===== src/rtl/seg_disp_sched.sv =====
// Display arbiter and digit scan generator for the shared 5-digit seven-segment display.
// Ownership changes only on frame boundaries; scan outputs are registered one cycle after scan state.
//
// state  | meaning
// ACTIVE | current digit slot is driven from the shadow register
// BLANK  | tail of the slot, all digits off to prevent ghosting
module seg_disp_sched #(
  parameter int SCAN_DIV    = 50_000,
  parameter int BLANK_CYC   = 500,
  parameter int HOLD_FRAMES = 100
) (
  input  logic        sys_clk,
  input  logic        sys_rst,
  input  logic [2:0]  req,
  input  logic [19:0] data0,
  input  logic [19:0] data1,
  input  logic [19:0] data2,
  output logic [2:0]  grant,
  output logic        busy,
  output logic [4:0]  dig_sel,
  output logic [3:0]  dig_code,
  output logic        frame_tick
);

  localparam int CNT_W  = (SCAN_DIV > 1) ? $clog2(SCAN_DIV) : 1;
  localparam int HOLD_W = $clog2(HOLD_FRAMES + 1);
  localparam logic [CNT_W-1:0]  CNT_LAST = CNT_W'(SCAN_DIV - 1);
  localparam logic [CNT_W-1:0]  ACT_END  = CNT_W'(SCAN_DIV - BLANK_CYC);
  localparam logic [HOLD_W-1:0] HOLD_MAX = HOLD_W'(HOLD_FRAMES);

  typedef enum logic {ACTIVE, BLANK} scan_t;

  scan_t             state;
  logic [2:0]        idx;
  logic [CNT_W-1:0]  cnt;
  logic [CNT_W-1:0]  cnt_nxt;
  logic [HOLD_W-1:0] hold_cnt;
  logic [HOLD_W-1:0] hold_nxt;
  logic [1:0]        last_owner;
  logic [1:0]        last_nxt;
  logic [1:0]        owner;
  logic [1:0]        cand;
  logic [1:0]        p1;
  logic [1:0]        p2;
  logic [1:0]        p3;
  logic              owner_vld;
  logic              cand_vld;
  logic              other_vld;
  logic [2:0]        grant_nxt;
  logic [19:0]       shadow;
  logic [19:0]       shadow_nxt;
  logic [19:0]       shadow_cur;

  function automatic logic [1:0] next_rr(input logic [1:0] v);
    return (v == 2'd2) ? 2'd0 : v + 2'd1;
  endfunction

  assign frame_tick = (state == ACTIVE) && (idx == 3'd0) && (cnt == '0);
  assign busy       = |grant;
  assign owner_vld  = |grant;
  assign owner      = grant[2] ? 2'd2 : (grant[1] ? 2'd1 : 2'd0);
  assign p1         = next_rr(last_owner);
  assign p2         = next_rr(p1);
  assign p3         = next_rr(p2);
  assign cnt_nxt    = (cnt == CNT_LAST) ? '0 : cnt + CNT_W'(1);

  // Alarm requester always wins; otherwise round-robin after the last owner, skipping the current one.
  always_comb begin
    cand_vld = 1'b0;
    cand     = 2'd0;
    if (req[0]) begin
      cand_vld = 1'b1;
      cand     = 2'd0;
    end else if (req[p1] && !(owner_vld && p1 == owner)) begin
      cand_vld = 1'b1;
      cand     = p1;
    end else if (req[p2] && !(owner_vld && p2 == owner)) begin
      cand_vld = 1'b1;
      cand     = p2;
    end else if (req[p3] && !(owner_vld && p3 == owner)) begin
      cand_vld = 1'b1;
      cand     = p3;
    end
  end

  assign other_vld = cand_vld && !(owner_vld && cand == owner);

  always_comb begin
    grant_nxt = grant;
    hold_nxt  = hold_cnt;
    last_nxt  = last_owner;
    if (!owner_vld) begin
      if (cand_vld) begin
        grant_nxt = 3'b001 << cand;
        hold_nxt  = HOLD_W'(1);
        last_nxt  = cand;
      end
    end else if (!req[owner]) begin
      if (cand_vld) begin
        grant_nxt = 3'b001 << cand;
        hold_nxt  = HOLD_W'(1);
        last_nxt  = cand;
      end else begin
        grant_nxt = 3'b000;
        hold_nxt  = '0;
      end
    end else if (owner != 2'd0 && req[0]) begin
      grant_nxt = 3'b001;
      hold_nxt  = HOLD_W'(1);
      last_nxt  = 2'd0;
    end else if (hold_cnt >= HOLD_MAX && other_vld) begin
      grant_nxt = 3'b001 << cand;
      hold_nxt  = HOLD_W'(1);
      last_nxt  = cand;
    end else if (hold_cnt < HOLD_MAX) begin
      hold_nxt  = hold_cnt + HOLD_W'(1);
    end
  end

  always_comb begin
    case (grant_nxt)
      3'b001:  shadow_nxt = data0;
      3'b010:  shadow_nxt = data1;
      3'b100:  shadow_nxt = data2;
      default: shadow_nxt = 20'hFFFFF;
    endcase
  end

  // On the tick cycle digit 0 must already show the newly latched frame data.
  assign shadow_cur = frame_tick ? shadow_nxt : shadow;

  always_ff @(posedge sys_clk) begin
    if (sys_rst) begin
      state      <= ACTIVE;
      idx        <= 3'd0;
      cnt        <= '0;
      grant      <= 3'b000;
      hold_cnt   <= '0;
      last_owner <= 2'd0;
      shadow     <= 20'hFFFFF;
      dig_sel    <= 5'b11111;
      dig_code   <= 4'hF;
    end else begin
      cnt   <= cnt_nxt;
      state <= (cnt_nxt < ACT_END) ? ACTIVE : BLANK;
      if (cnt == CNT_LAST) begin
        idx <= (idx == 3'd4) ? 3'd0 : idx + 3'd1;
      end
      if (frame_tick) begin
        grant      <= grant_nxt;
        hold_cnt   <= hold_nxt;
        last_owner <= last_nxt;
        shadow     <= shadow_nxt;
      end
      if (state == ACTIVE) begin
        dig_sel  <= ~(5'b00001 << idx);
        dig_code <= shadow_cur[{idx, 2'b00} +: 4];
      end else begin
        dig_sel  <= 5'b11111;
        dig_code <= 4'hF;
      end
    end
  end

endmodule

===== config.mk =====
export PLATFORM = sky130hd
export DESIGN_NAME = seg_disp_sched
export DESIGN_NICKNAME = d
export VERILOG_FILES = /design/src/rtl/seg_disp_sched.sv
export SDC_FILE = /design/constraint.sdc
export NUM_CORES = 1
export LEC_CHECK = 0
export CAP_MARGIN = 20
export CORE_ASPECT_RATIO = 1.1
export CORE_MARGIN = 10
export CORE_UTILIZATION = 50
export CTS_BUF_LIST = sky130_fd_sc_hd__clkbuf_4
export CTS_CLUSTER_SIZE = 10
export DETAILED_ROUTE_END_ITERATION = 12
export GPL_TIMING_DRIVEN = 0
export MAX_ROUTING_LAYER = met4
export PLACE_DENSITY_LB_ADDON = 0.1
export SLEW_MARGIN = 20
export SYNTH_ARGS = -nofsm -noshare
export SYNTH_HDL_FRONTEND = slang
export SYNTH_SLANG_ARGS = --single-unit

===== constraint.sdc =====
create_clock -name sys_clk -period 7.9 [get_ports sys_clk]
set_input_delay 1.58 -clock sys_clk [delete_from_list [all_inputs] [get_ports sys_clk]]
set_output_delay 1.58 -clock sys_clk [all_outputs]
set_load 0.005 [all_outputs]

---- Word level (Yosys, flattened, before mapping) ----
Cells that the tools add are included.
cells by class
  $add $sub $neg .......................... 6
  order comparisons ....................... 7
  equality and inequality tests ........... 14
  shifts and indexed selects .............. 3
  mux-type cells .......................... 44
  bitwise operators ....................... 2
  reduce and logical (&&, ||, !) cells .... 24
operators by type and width
  operator                                                     count
  case mux 20 bit (3 select lines)                             1
  2-to-1 mux 7 bit                                             6
  2-to-1 mux 2 bit                                             13
  2-to-1 mux 3 bit                                             7
  2-to-1 mux 20 bit                                            1
  indexed part select 20 x 6 -> 4 bit                          1
  adder 16 x 1 -> 16 bit (second input constant)               1
  == test 16 bit (second input constant)                       1
  logical NOT 16 bit                                           1
  less-than comparator 16 bit (second input constant)          1
  2-to-1 mux 16 bit                                            1
  logical AND 1 bit                                            12
  less-than comparator 2 x 3 -> 1 bit (second input constant)  4
  2-to-1 mux 1 bit                                             11
  binary-select mux 1 bit (select 2 bit)                       4
  == test 2 bit                                                4
  adder 7 x 1 -> 7 bit (second input constant)                 1
  greater-or-equal comparator 7 bit (second input constant)    1
  less-than comparator 7 bit (second input constant)           1
  adder 2 x 1 -> 2 bit (second input constant)                 3
  == test 2 bit (second input constant)                        3
  == test 3 bit (second input constant)                        2
  != test 5 x 2 -> 1 bit (second input constant)               1
  NOT 5 bit                                                    1
  14 further kinds                                             18
word-level totals
  flip-flop bits (word level) ............. 61
  logic and storage cells ................. 109

---- Depth between registers and ports, before layout ----
Gate-level depths: netlist (run 1).
  word-level depth ........................ 27
  depth in mapped cells ................... 12
  mapped depth without buffers ............ 10

---- Least setup slack after synthesis (run 1) ----
Ideal clock, no wire load.
  path type ............................... input port to flip-flop
  from .................................... input req[0]
  to ...................................... register dig_code[1]
  library setup time ...................... 0.124 ns
  arrival ................................. 3.671 ns
  slack ................................... 4.104 ns
  stages on the path ...................... 11
  path through ............................ buf_2 -> nand3b_1 -> a2bb2oi_2 -> o21ai_4 -> mux2i_2 -> and3_4 -> buf_6 -> a222oi_1 -> a21oi_1 -> mux2_2 -> a2111o_1
on the way
  longest elaborated chain between the ends .. 20
ends and longest elaborated chain
  element                                      line  text
  start: declaration                           14    input logic [2:0] req,
  binary-select mux 1 bit (select 2 bit)       80    end else if (req[p3] && !(owner_vld && p3 == owner)) begin
  2-to-1 mux 1 bit (implied by the code)       80
  logical AND 1 bit                            80
  2-to-1 mux 2 bit                             80
  2-to-1 mux 2 bit                             77    end else if (req[p2] && !(owner_vld && p2 == owner)) begin
  2-to-1 mux 2 bit                             74    end else if (req[p1] && !(owner_vld && p1 == owner)) begin
  2-to-1 mux 2 bit                             71    if (req[0]) begin
  == test 2 bit                                86    assign other_vld = cand_vld && !(owner_vld && cand == owner);
  [4 not listed]                               n/a
  2-to-1 mux 3 bit                             111   end else if (hold_cnt >= HOLD_MAX && other_vld) begin
  2-to-1 mux 3 bit                             107   end else if (owner != 2'd0 && req[0]) begin
  2-to-1 mux 3 bit                             98    end else if (!req[owner]) begin
  2-to-1 mux 3 bit (*)                         92    if (!owner_vld) begin
  == test 3 bit, or another cell as far along  121   case (grant_nxt)
  case mux 20 bit (3 select lines) (*)         121
  2-to-1 mux 20 bit (*)                        n/a
  indexed part select 20 x 6 -> 4 bit (*)      157   dig_code <= shadow_cur[{idx, 2'b00} +: 4];
  end signal: assignment                       157
  end: declaration                             21    output logic [3:0] dig_code,
Every way passes the cells marked *; elsewhere a longest branch is shown, timed or not. The select of a mux whose other input is x is not followed.
A chain may end at the register's enable or synchronous reset.

---- Worst setup path in the final report (run 1) ----
  from .................................... register idx[0]
  to ...................................... output frame_tick
on the way
  longest elaborated chain between the ends .. 3
ends and longest elaborated chain
  element                          line  text
  start: declaration               34    logic [2:0] idx;
  start signal: assignment         147   idx <= (idx == 3'd4) ? 3'd0 : idx + 3'd1;
  logical NOT 3 bit                58    assign frame_tick = (state == ACTIVE) && (idx == 3'd0) && (cnt == '0);
  logical AND 1 bit (2 in series)  58
  end: declaration                 22    output logic frame_tick
Every way passes these cells.

==> results of run 1 <==
[Yosys cell counts (2+ instances only)]
library cell / count
nor2b_1: 2
nor2_1: 62
o211ai_1: 4
nor3_1: 11
mux2i_1: 5
or2_2: 16
inv_1: 11
a22oi_1: 2
nand2b_1: 13
nand3_1: 13
a22o_1: 2
nor4_1: 4
a2111o_1: 2
a211oi_1: 5
xnor2_1: 12
dfxtp_1: 61
nand3b_1: 2
a211o_1: 3
nand2_1: 27
nor4b_1: 3
a31o_1: 2
ha_1: 9
a221o_1: 2
mux2_2: 2
clkbuf_1: 18
xor2_1: 7
a21oi_1: 30
a31oi_1: 4
a222oi_1: 16
o21ai_0: 10
o221ai_1: 2
a21o_1: 3
and2_1: 3
or3_1: 2
and3_1: 2
buf_2: 5
[sequential cells by signal (all words and copies together) (netlist names)]
name        flops
shadow         20
cnt            16
hold_cnt        7
dig_sel         5
dig_code        4
grant           3
idx             3
last_owner      2
state           1
[worst register-to-register path, stage by stage (launching register included)]
cell	delay, ns
dfxtp_1	0.34
clkbuf_1	0.19
inv_1	0.18
ha_1	0.29
nor4b_1	0.27
nand2_1	0.11
nor3_1	0.66
clkbuf_1	0.45
buf_1	0.46
nor2_1	0.08
a21oi_1	0.19
mux2i_1	0.11
o211ai_1	0.19
[final cells by class]
type                    count  area, um^2  area share [%]
plain buffers              25         108            2.46
clock buffers              11        82.6            1.89
clock inverters             5        98.8            2.26
inverters                  13        48.8            1.11
multi-input cells         304        1950            44.7
flip-flops and latches     61        1220            27.9
well taps                  82         103            2.34
repair buffers             76         761            17.4
[path summary, 6_finish.rpt]
kind	from	to	slack (ns)	cells after the start
setup / recovery	idx[0]	frame_tick	2.35	9
hold / removal	last_owner[0]	last_owner[0]	0.47	2
setup reg to reg	idx[0]	dig_code[3]	4.31	12
hold reg to reg	last_owner[0]	last_owner[0]	0.47	2
[per-stage QoR]
| step | hold slack, ns | total power, uW | std cells | setup WS (ns) | area [um^2] |
|---|---|---|---|---|---|
| 6_report | 0.473 | 784 | 577 | 2.35 | 4380 |
| 5_1_grt | 0.517 | 822 | 577 | 2.02 | 4380 |
| 3_5_place_dp | 0.458 | 510 | 561 | 2.86 | 4200 |
| 2_1_floorplan | 0.440 | 438 | 403 | 4.10 | 3330 |
| 3_3_place_gp | 0.457 | 507 | 561 | 2.88 | 4200 |
| 4_1_cts | 0.473 | 789 | 577 | 2.37 | 4380 |
[power groups by stage]
stage / logic, uW / clock network [uW] / registers (uW)
floorplan: 97.7 / 0 / 341
global placement: 165 / 0 / 342
detailed placement: 168 / 0 / 343
CTS: 169 / 284 / 336
global route: 186 / 299 / 337
finish: 170 / 279 / 336
[per-layer routing]
metal	share of wire (%)	wire length (um)
met3	4.6	427
met4	1.6	146
met1	45	4170
met5	0	0
met2	49	4610
[kinds of logic (layout without fill, tap and decap cells)]
kind of cell | Yosys count | in the layout | share of synthesized area, %
DFF | 61 | 61 | 36.7
xor gates and xnor gates | 19 | 19 | 4.99
AOI/OAI and AO/OA | 98 | 98 | 22.5
adders and majority gates | 9 | 9 | 3.38
buffers and inverters | 38 | 130 | 4.69
muxes | 8 | 8 | 2.59
and+or+nand+nor | 170 | 170 | 25.2
==> out/metrics.cfg, run 1 <==
[power_and_ir_drop]
pwr-share-comb_pct=21.6
p_switching_uw=205
pwr-share-seq_pct=42.8
switching_share_pct=26.1
p_leak_uw=0.00160
p_clk_share_pct=35.6
p_int_uw=579
ir_drop_mv=0.133
powerDensity_mw_per_mm2=179

[run_status]
outcome=complete, no violations

[job]
drv_cap=0

[clocking]
clock_latency_ns=0.41
cts.sinks=61
post_cts_buffers=0
htreeDepth=3
clk_path_buf_depth=2
cts_root_buf=clkbuf_4
cts.repair.resized=0
cts_made_buffers=9
clk_pin_slew_ns=0.10
hold_buffers=0
cts_tree=yes

[yosys]
syn_nets=477
postSynthAreaPerCell_um2=8.27
netlist_top_cells_area=dfxtp_1 (37%), nor2_1 (7.0%), a222oi_1 (4.8%), a21oi_1 (4.5%), ha_1 (3.4%)
synthesis.area_mm2=0.00333
synth_ff_type=dfxtp_1
synth_cells=403
synth_top_area_cell=dfxtp_1
synthArstFlopShare_pct=0
synth-edff-count=0
yosys_warnings=0
yosys.area.top_type_share_pct=36.7
synth-seq-cells=61
ys_types=62
seq_area_frac_synth_pct=36.7

[place]
routabilityCongestion=0.856
post-dp-hpwl_um=7010
io_buffers=76

[timing]
fmax_ghz=0.180
setup_tns_ns=0
slew_violations=0
finalCritPeriodShare_pct=70.2
setup_viol=0
period_minus_slack_ns=5.55
relSlewSlack_pct=46.6
hold_viol=0
rsz0062_at_grt=no
skew_ns=0.0138
tightestPinTransition_ns=0.795

[worst_setup_path]
path_class=reg -> out
slowest_stage=nor3_1
cp_data_required_time_ns=6.32
crit_family=buffers and inverters
cp.arrival_ns=3.97
start_kind=register
crit_chain=clkbuf_1 -> inv_1 -> ha_1 -> nor4b_1 -> nand2_1 -> nor3_1 -> clkbuf_1 -> buf_1 -> clkdlybuf4s50_1
path_common_cell=clkbuf_1
end_kind=output pin
path_buf_inv=5
path_max_fanout=10
critPathMaxStageDelay_ns=0.66

[floorplan]
design.die.area_mm2=0.0103
row_count=31
pin_count=79
start_util_pct=51.1
die_x_um=97.8
core_area_mm2=0.00652
die_h_um=106

[routing]
dr_total_vias=3258
wl_um=9350
drt-pass1-iter-count=8
drcViolationCount=0
postRouteAntennaNets=0
drt_iter0_markers=187
vias_per_cell=5.65
post_drt_wl_per_cell_um=16.2

[hold_path]
hold_path_class=reg -> reg

[finish]
n_antenna_cell=0
n_fill_cell=569
fin_nets=564
layout_common_cells=clkdlybuf4s50_1 (76), nor2_1 (62), dfxtp_1 (61), a21oi_1 (30), nand2_1 (27)
final_common_cell=clkdlybuf4s50_1
drive_gt1_share_pct=9.70
fin_util_pct=67.2
syn_to_final_growth_pct=31.4

[global_routing]
grt.met1_usage_pct=20.8
busiest_layer=met2
track_usage_pct=17.9
grt_max_degree=11
met3_usage_pct=3.07
grt_pass1_vias=3255
gr-total-overflow=0
antenna_found_initial=0
grt_use_met2_pct=29.8
grt_pass1_wl_um=15200

Note: power is estimated with default switching activity, not from simulation.
==> run 2: changes to the inputs <==
--- a/config.mk
+++ b/config.mk
@@ -8,7 +8,7 @@
 export CAP_MARGIN = 20
 export CORE_ASPECT_RATIO = 1.1
 export CORE_MARGIN = 10
-export CORE_UTILIZATION = 50
+export CORE_UTILIZATION = 47
 export CTS_BUF_LIST = sky130_fd_sc_hd__clkbuf_4
 export CTS_CLUSTER_SIZE = 10
 export DETAILED_ROUTE_END_ITERATION = 12
==> constraint.sdc (replaced) <==
create_clock -name sys_clk -period 4.8 [get_ports sys_clk]
set_input_delay 0.96 -clock sys_clk [delete_from_list [all_inputs] [get_ports sys_clk]]
set_output_delay 0.96 -clock sys_clk [all_outputs]
set_load 0.005 [all_outputs]
==> run 2 against run 1 <==
  * Via count increased by 0.80%
  * Die area increased by 5.1%
  * Non-clock buffer count unchanged
  * Global-route usage decreased by 0.86 points
  * Utilization decreased by 4.2 points
  * First-iteration DRC count increased by 24%
  * Register-to-register slack got worse by 2.5 ns
  * Power increased by 65%
  * Cell count increased by 0.52%
  * Count of clock-buffer cells in the layout decreased by 2
  * Critical path depth unchanged
  * Critical path type unchanged
==> out/metrics.cfg, run 2 (synthesis gave the netlist of run 1 again) <==
[timing]
relSlewSlack_pct=56.8  ; was 46.6%
setup_viol=0  ; unchanged
skew_ns=0.0179  ; was 0.0138 ns
period_minus_slack_ns=4.38
setup_tns_ns=0  ; unchanged
slew_violations=0  ; unchanged
rsz0062_at_grt=no  ; unchanged
fmax_ghz=0.229
fin_ws_ns=0.424  ; was 2.35 ns
tightestPinTransition_ns=0.643  ; was 0.795 ns
finalCritPeriodShare_pct=91.2
hold_viol=0  ; unchanged

[power_and_ir_drop]
powerDensity_mw_per_mm2=295  ; was 179 mW/mm^2
ir_drop_mv=0.161  ; was 0.133 mV
p_total_uw=1290  ; was 784 uW
p_leak_uw=0.00160  ; about the same

[worst_setup_path]
crit_chain=clkbuf_1 -> inv_1 -> ha_1 -> nor4b_1 -> nand2_1 -> nor3_2 -> clkbuf_2 -> clkbuf_2 -> clkdlybuf4s50_1  ; was clkbuf_1 -> inv_1 -> ha_1 -> nor4b_1 -> nand2_1 -> nor3_1 -> clkbuf_1 -> buf_1 -> clkdlybuf4s50_1
end_kind=output pin  ; unchanged
cp.arrival_ns=3.42  ; was 3.97 ns
path_buf_inv=5  ; unchanged
critPathMaxStageDelay_ns=0.56  ; was 0.66 ns
start_kind=register  ; unchanged
cp_data_required_time_ns=3.84  ; was 6.32 ns
slowest_stage=clkdlybuf4s50_1  ; was nor3_1
crit_family=buffers and inverters  ; unchanged
path_max_fanout=10  ; unchanged
path_common_cell=clkbuf_2  ; was clkbuf_1
path_class=reg -> out  ; unchanged

[floorplan]
pin_count=79  ; unchanged
start_util_pct=47.8  ; was 51.1%
die_x_um=100  ; was 97.8 um
row_count=32  ; was 31
design.die.area_mm2=0.0109  ; was 0.0103 mm^2
core_area_mm2=0.00697  ; was 0.00652 mm^2
die_h_um=108  ; was 106 um

[global_routing]
antenna_found_initial=0  ; unchanged
gr-total-overflow=0  ; unchanged
grt_pass1_wl_um=14700  ; was 15200 um
grt_pass1_vias=3099  ; was 3255
grt_max_degree=12  ; was 11
track_usage_pct=17.0  ; was 17.9%

[finish]
n_fill_cell=625  ; was 569
layout_common_cells=clkdlybuf4s50_1 (76), nor2_1 (62), dfxtp_1 (61), a21oi_1 (30), nand2_1 (27)  ; unchanged
drive_gt1_share_pct=10.3  ; was 9.70%
syn_to_final_growth_pct=31.7  ; was 31.4%
fin_nets=564  ; unchanged
stdcell_area_mm2=0.00439  ; was 0.00438 mm^2
final_common_cell=clkdlybuf4s50_1  ; unchanged
largest_register_ffs=20  ; unchanged
top_regs=shadow x20, cnt x16, hold_cnt x7  ; unchanged
n_antenna_cell=0  ; unchanged
top_register=shadow  ; unchanged

[routing]
wl_um=9170  ; was 9350 um
drcViolationCount=0  ; unchanged
post_drt_wl_per_cell_um=15.8  ; was 16.2 um
drt_iter0_markers=232  ; was 187
vias_per_cell=5.66  ; was 5.65
dr_total_vias=3284  ; was 3258
drt-pass1-iter-count=7  ; was 8
postRouteAntennaNets=0  ; unchanged

[clocking]
hold_buffers=0  ; unchanged
cts_root_buf=clkbuf_4  ; unchanged
cts_tree=yes  ; unchanged
htreeDepth=3  ; unchanged
cts.sinks=61  ; unchanged
clk_path_buf_depth=2  ; unchanged
clock_latency_ns=0.42  ; was 0.41 ns
clk_pin_slew_ns=0.12  ; was 0.10 ns
cts_made_buffers=9  ; unchanged

[job]
drv_cap=0  ; unchanged

[place]
detailed_place.area_mm2=0.00420  ; about the same
post-dp-hpwl_um=7020  ; was 7010 um
routabilityCongestion=0.838  ; was 0.856
pre_cts_slack_ns=0.371  ; was 2.86 ns
io_buffers=76  ; unchanged

[hold_path]
hold_path_class=reg -> reg  ; unchanged

[run_status]
outcome=complete, no violations  ; unchanged

==> run 2: through the flow <==
step / hold slack [ns] / utilization [%] / std cells
final: 0.485 / 63.0 / 580
after global routing: 0.525 / 63.0 / 580
after CTS: 0.483 / 62.9 / 580
after detailed placement: 0.465 / 60.3 / 564
after global placement: 0.456 / 60.3 / 564
after floorplan: 0.440 / - / 403
==> run 2: tightest hold or removal path, delay by kind of cell (launching register included) <==
family / cells / cell delay, ns
compound gates: 1 / 0.05
flops: 1 / 0.34
simple gates: 1 / 0.06
==> run 2: power by group <==
part           switching (uW)  internal [uW]
Combinational             135            145
Clock                     201            261
Sequential               15.5            536
==> run 2: per-layer routing <==
metal | vias to the layer above | global-route usage (%) | share of wire (%)
met4 | 0 | 6.67 | 2.1
met5 | - | - | 0
met3 | 17 | 4.15 | 6.0
li1 | 1625 | - | -
met1 | 1537 | 20.7 | 45
met2 | 105 | 26.5 | 47
==> run 2: worst paths after layout <==
| kind | start | endpoint | slack (ns) | cells after the start |
|---|---|---|---|---|
| hold / removal | last_owner[0] | last_owner[0] | 0.48 | 2 |
| hold reg to reg | last_owner[0] | last_owner[0] | 0.48 | 2 |
| setup reg to reg | grant[1] | dig_code[2] | 1.77 | 10 |
| setup / recovery | idx[0] | frame_tick | 0.42 | 9 |
==> run 2: layout make-up <==
class                   count  area, um^2  share of cell area [%]
clock buffers               9        67.6                    1.54
inverters                  13        48.8                    1.11
plain buffers              25         110                    2.51
repair buffers             76         761                    17.3
well taps                  85         106                    2.42
clock inverters             7         114                    2.59
flip-flops and latches     61        1220                    27.8
multi-input cells         304        1960                    44.7
==> run 2: repair_timing <==
action	4_1_cts	5_1_grt
gates resized for setup	1	3
endpoints found under the setup margin	1	1
buffers inserted	0	0
==> run 3: changes to the inputs <==
==> constraint.sdc (replaced) <==
create_clock -name sys_clk -period 4.8 [get_ports sys_clk]
set_input_delay 0.96 -clock sys_clk [delete_from_list [all_inputs] [get_ports sys_clk]]
set_output_delay 0.96 -clock sys_clk [all_outputs]
set_load 0.01 [all_outputs]
==> results of run 3 <==
Same layout as run 2 (identical final DEF). Status: complete, no violations.
Main changes from that run: setup slack after placement 0.371 ns -> 0.337 ns; setup slack after layout 0.424 ns -> 0.389 ns; total power 1290 uW -> 1300 uW
